[src/rtl/rx_block_assembler.sv]
// rx_block_assembler: packs 32-bit write words into 128-bit key/video blocks.
// A fill buffer collects words. A hold register presents one complete block
// to the AES controller. A block that completes while the hold register is
// busy waits, complete, in the fill buffer until the held block is consumed.
module rx_block_assembler (
  input  logic         clk,
  input  logic         n_rst,
  input  logic         word_valid,
  input  logic [31:0]  word_data,
  input  logic         word_type,
  output logic         word_ready,
  input  logic         consume,
  input  logic         flush,
  output logic         data_received,
  output logic         data_type,
  output logic [127:0] block_out,
  output logic         type_error,
  output logic [2:0]   fill_count
);

  // Fill side state
  logic [127:0] fill_buf_q,   fill_buf_d;
  logic [1:0]   idx_q,        idx_d;
  logic         fill_type_q,  fill_type_d;
  logic         fill_full_q,  fill_full_d;

  // Hold side state
  logic [127:0] hold_q,       hold_d;
  logic         hold_valid_q, hold_valid_d;
  logic         hold_type_q,  hold_type_d;

  logic         type_error_q, type_error_d;

  // Combinational helpers
  logic         hold_free_s;
  logic         accept_s;
  logic         load_s;

  // Places a word into its MSB-first slot of a 128-bit block.
  function automatic logic [127:0] put_word(input logic [127:0] blk,
                                            input logic [1:0]   idx,
                                            input logic [31:0]  w);
    logic [127:0] r;
    r = blk;
    case (idx)
      2'd0:    r[127:96] = w;
      2'd1:    r[95:64]  = w;
      2'd2:    r[63:32]  = w;
      2'd3:    r[31:0]   = w;
      default: r = blk;
    endcase
    return r;
  endfunction

  // Next-state logic: flush, fill-buffer transfer, word accept, consume.
  always_comb begin
    fill_buf_d   = fill_buf_q;
    idx_d        = idx_q;
    fill_type_d  = fill_type_q;
    fill_full_d  = fill_full_q;
    hold_d       = hold_q;
    hold_valid_d = hold_valid_q;
    hold_type_d  = hold_type_q;
    type_error_d = 1'b0;
    load_s       = 1'b0;

    hold_free_s  = !hold_valid_q || consume;
    accept_s     = word_valid && !fill_full_q;

    if (flush) begin
      // Held block contents and type are kept; only validity is dropped.
      idx_d        = 2'd0;
      fill_full_d  = 1'b0;
      hold_valid_d = 1'b0;
    end else begin
      if (fill_full_q) begin
        // Pending complete block moves to hold as soon as hold frees up.
        if (hold_free_s) begin
          hold_d       = fill_buf_q;
          hold_type_d  = fill_type_q;
          hold_valid_d = 1'b1;
          fill_full_d  = 1'b0;
          idx_d        = 2'd0;
          load_s       = 1'b1;
        end else begin
          fill_full_d  = 1'b1;
        end
      end else if (accept_s) begin
        if ((idx_q != 2'd0) && (word_type != fill_type_q)) begin
          // Type changed mid-block: restart the block with this word.
          fill_buf_d   = put_word(fill_buf_q, 2'd0, word_data);
          fill_type_d  = word_type;
          idx_d        = 2'd1;
          type_error_d = 1'b1;
        end else begin
          fill_buf_d = put_word(fill_buf_q, idx_q, word_data);
          if (idx_q == 2'd0) begin
            fill_type_d = word_type;
          end else begin
            fill_type_d = fill_type_q;
          end
          if (idx_q == 2'd3) begin
            idx_d = 2'd0;
            if (hold_free_s) begin
              // Fourth word goes straight through to hold at this edge.
              hold_d       = fill_buf_d;
              hold_type_d  = fill_type_q;
              hold_valid_d = 1'b1;
              load_s       = 1'b1;
            end else begin
              fill_full_d  = 1'b1;
            end
          end else begin
            idx_d = idx_q + 2'd1;
          end
        end
      end else begin
        idx_d = idx_q;
      end

      // Consume without a same-cycle reload empties the hold register.
      if (consume && !load_s) begin
        hold_valid_d = 1'b0;
      end else begin
        hold_valid_d = hold_valid_d;
      end
    end
  end

  // State register with synchronous active-low reset.
  always_ff @(posedge clk) begin
    if (!n_rst) begin
      fill_buf_q   <= 128'd0;
      idx_q        <= 2'd0;
      fill_type_q  <= 1'b0;
      fill_full_q  <= 1'b0;
      hold_q       <= 128'd0;
      hold_valid_q <= 1'b0;
      hold_type_q  <= 1'b0;
      type_error_q <= 1'b0;
    end else begin
      fill_buf_q   <= fill_buf_d;
      idx_q        <= idx_d;
      fill_type_q  <= fill_type_d;
      fill_full_q  <= fill_full_d;
      hold_q       <= hold_d;
      hold_valid_q <= hold_valid_d;
      hold_type_q  <= hold_type_d;
      type_error_q <= type_error_d;
    end
  end

  // Outputs are driven from registered state only.
  assign word_ready    = !fill_full_q;
  assign data_received = hold_valid_q;
  assign data_type     = hold_type_q;
  assign block_out     = hold_q;
  assign type_error    = type_error_q;
  assign fill_count    = fill_full_q ? 3'd4 : {1'b0, idx_q};

endmodule

[config.mk]
export PLATFORM = sky130hd
export DESIGN_NAME = rx_block_assembler
export DESIGN_NICKNAME = d
export VERILOG_FILES = /design/src/rtl/rx_block_assembler.sv
export SDC_FILE = /design/constraint.sdc
export NUM_CORES = 1
export LEC_CHECK = 0
export BUFFER_PORTS_ARGS = -buffer_cell sky130_fd_sc_hd__buf_2
export CORE_ASPECT_RATIO = 0.8
export CORE_MARGIN = 8
export CORE_UTILIZATION = 30
export CTS_BUF_LIST = sky130_fd_sc_hd__clkbuf_8
export CTS_CLUSTER_DIAMETER = 50
export CTS_CLUSTER_SIZE = 24
export DETAILED_ROUTE_END_ITERATION = 8
export PLACE_DENSITY_LB_ADDON = 0.25
export REMOVE_ABC_BUFFERS = 1
export SYNTH_ARGS = -nofsm -noshare
export SYNTH_HDL_FRONTEND = slang
export SYNTH_SLANG_ARGS = --single-unit
[constraint.sdc]
create_clock -name clk -period 2.3 [get_ports clk]
set_input_delay 0.115 -clock clk [delete_from_list [all_inputs] [get_ports clk]]
set_output_delay 0.115 -clock clk [all_outputs]
set_load 0.005 [all_outputs]
==> run_results.csv <==
group,metric,value,unit
global_route,grt_start_max_net_pins,82,
power,ir_drop,0.390,mV
layout,fin_nets,1305,
detailed_routing,wl,28.5,mm
global_route,grt_pass1_wl,47.0,mm
sta,post-route-period-util,93.4,%
sta,drv_slew,0,
yosys,yosysWarnings,0,
clock_tree,htree_levels,1,
detailed_routing,final_antenna_net_count,0,
worst_setup_path,cp-start-kind,"flip-flop",
detailed_routing,drc,0,
worst_setup_path,critical_path_class,"reg -> reg",
layout,stdcell_count,1766,
clock_tree,clock_latency,0.59,ns
yosys,ys_seq_area_share,48.1,%
layout,drive_gt1_share,21.5,%
layout,regArea,0.00527,mm²
clock_tree,cts-root-to-sink-buffers,3,
layout,nFillCells,3579,
sta,rsz0062_at_grt,"no",
sta,clock_skew,0.0242,ns
global_route,track_usage,13.1,%
layout,multiInputGateArea,0.00528,mm²
global_route,globalRouteMet2Util,21.9,%
global_route,grt-ovfl-total,0,
power,powerDensity,651,mW/mm²
worst_setup_path,reg2regPathDepth,6,
yosys,syn_inst,1071,
power,power_leakage,0.00773,µW
detailed_routing,drt-initial-drc-count,326,
sta,tns,0,ns
sta,whs,0.115,ns
layout,fin_util,37.9,%
global_route,grt-busiest-layer,"met2",
detailed_routing,viasPerCell,4.65,
yosys,synth_cell_types,25,
detailed_routing,first_pass_iters,6,
sta,finalHoldViolations,0,
global_route,met3_usage,3.14,%
worst_setup_path,cpLargestDelayFamily,"buffers and inverters",
die,dieHeight,187,µm
worst_hold_path,hold_path.class,"in -> reg",
die,core_region_area,0.0359,mm²
die,die_x,229,µm
worst_setup_path,path_depth,6,
worst_setup_path,required,2.79,ns
sta,finalSetupViolations,0,
clock_tree,numCtsBuffers,30,
worst_setup_path,cpMaxStageDelayCell,"dlygate4sd3_1",
clock_tree,cts_tree,"yes",
sta,max_freq,0.465,GHz
worst_setup_path,path_cells,"inv_1 > ha_1 > nand2b_1 > a31oi_1 > a21oi_1 > dlygate4sd3_1",
worst_setup_path,max_stage_delay,0.55,ns
yosys,ys_seq_elements,263,
clock_tree,cts.sinks,263,
worst_setup_path,cp-end-kind,"flip-flop",
detailed_routing,dr_total_vias,8204,
global_route,globalRouteMet1Util,17.2,%
place,place.port_buffers,172,
layout,syn2layout_area_growth,24.5,%
outcome,status,"complete, no violations",
place,place.gp.congestion,0.725,
yosys,syn_area,0.0109,mm²
die,io_pins,173,
sta,tightest_slew,0.612,ns
die,die_area,0.0429,mm²
die,initial_utilization,30.5,%
sta,max_slew_margin,59.2,%
sta,period_needed,2.15,ns
yosys,syn_avg_cell_area,10.2,µm²
clock_tree,clkTransAtPathRegs,0.10,ns
worst_hold_path,whs_path_depth,2,
job,cap_violations,0,
place,dp_hpwl,18.7,mm
detailed_routing,routedWlPerCell,16.1,µm
layout,design_area,0.0136,mm²
global_route,grt_pass1_vias,8565,
clock_tree,root_buffer,"clkbuf_8",
worst_setup_path,critPathMaxFanout,7,
place,dp.cells,1671,
worst_setup_path,arrival,2.64,ns
worst_setup_path,crit_buf_inv,2,
global_route,grt_antenna_before_repair,1,
die,fp-row-count,62,
place,placed_area,0.0125,mm²
## worst register-to-register path: stages, from the launching register on
cell	delay (ns)
dfxtp_1	0.39
inv_1	0.11
ha_1	0.27
nand2b_1	0.35
a31oi_1	0.29
a21oi_1	0.09
dlygate4sd3_1	0.55
## sequential cells by signal, indices dropped and copies added (netlist names)
name,count
fill_type_q,1
block_out,128
fill_buf_q,128
type_error,1
idx_q,2
data_type,1
data_received,1
fill_full_q,1
## cell families (layout without fill, tap and decap cells)
| family | count (synthesis) | count (layout) | share of synthesized area [%] |
|---|---|---|---|
| buffers and inverters | 94 | 308 | 4.11 |
| AND/OR/NAND/NOR | 313 | 313 | 11.2 |
| AO/OA/AOI/OAI | 140 | 140 | 12.6 |
| adder cells (fa/ha/maj) | 4 | 4 | 0.458 |
| other | 0 | 1 | 0 |
| multiplexers | 256 | 256 | 23.4 |
| flip-flops | 263 | 263 | 48.1 |
| XOR/XNOR | 1 | 1 | 0.0801 |
## layout make-up
class	count	area share, %
Timing Repair Buffer	251	12.8
Clock inverter	22	1.96
Sequential cell	263	38.7
Clock buffer	32	3.24
Inverter	3	0.0827
Tap cell	480	4.41
Multi-Input combinational cell	714	38.8
Antenna cell	1	0.0184
## cell usage after synthesis
cell type | number | share of area (%)
nand2b_1 | 4 | 0.23
a21boi_0 | 1 | 0.069
nor2_2 | 1 | 0.057
a31oi_1 | 1 | 0.057
and3_1 | 1 | 0.057
a2111oi_4 | 1 | 0.25
nor2b_1 | 6 | 0.34
nand3_2 | 3 | 0.27
nand3_1 | 2 | 0.092
o211a_1 | 128 | 12
nand2_1 | 291 | 10
inv_1 | 3 | 0.10
o211ai_1 | 2 | 0.14
a21oi_1 | 4 | 0.18
nor2_1 | 3 | 0.10
xor2_1 | 1 | 0.080
clkbuf_1 | 40 | 1.4
buf_4 | 13 | 0.89
mux2i_1 | 256 | 23
nor3_1 | 2 | 0.092
o21ai_1 | 1 | 0.046
buf_2 | 38 | 1.7
dfxtp_1 | 263 | 48
ha_1 | 4 | 0.46
o21ai_0 | 2 | 0.092
## metrics by stage
step,worst slack (ns),power (µW)
3_5_place_dp,0.0940,5200
2_1_floorplan,-5.34,4950
4_1_cts,0.0723,9010
5_1_grt,0.0104,9280
6_report,0.151,8860
3_3_place_gp,0.131,5200
## final timing paths
path / start / endpoint / slack (ns)
setup / recovery: idx_q[0] / data_received / 0.15
hold / removal: n_rst / block_out[10] / 0.11
setup reg to reg: idx_q[0] / data_received / 0.15
hold reg to reg: fill_buf_q[70] / fill_buf_q[70] / 0.46
## routing by layer
metal | vias to the layer above | wire length, µm
met4 | 0 | 406
met3 | 32 | 1330
li1 | 4103 | -
met5 | - | 0
met2 | 132 | 13100
met1 | 3937 | 13700
## where the power goes
part	leakage, µW	switching [µW]	total [µW]	internal (µW)
logic	0.00525	307	528	221
clock network	0.000360	1960	3710	1750
registers	0.00212	22.6	4620	4590
## placed cells by master (no fill, tap or decap), drive strengths merged
| cell type | n |
|---|---|
| buf | 211 |
| nor2b | 6 |
| o21ai | 3 |
| nor2 | 4 |
| xor2 | 1 |
| mux2i | 256 |
| nand2b | 4 |
| a31oi | 1 |
| o211a | 128 |
| ha | 4 |
| clkinv | 5 |
| a21oi | 4 |
| nand3 | 5 |
| nand2 | 291 |
| and3 | 1 |
| clkinvlp | 2 |
| a21boi | 1 |
| inv | 15 |
| nor3 | 2 |
| clkbuf | 33 |
| bufinv | 3 |
| dlygate4sd3 | 39 |
| a2111oi | 1 |
| o211ai | 2 |
| dfxtp | 263 |
| diode | 1 |
## what timing repair did
| item | in CTS | in global routing |
|---|---|---|
| setup endpoints to repair | 0 | 81 |
| hold buffers | 39 | 0 |
| gates resized for setup | 0 | 1 |
| hold endpoints to repair | 262 | 0 |
| buffers inserted | 0 | 1 |
Note: power is estimated with default switching activity, not from simulation.
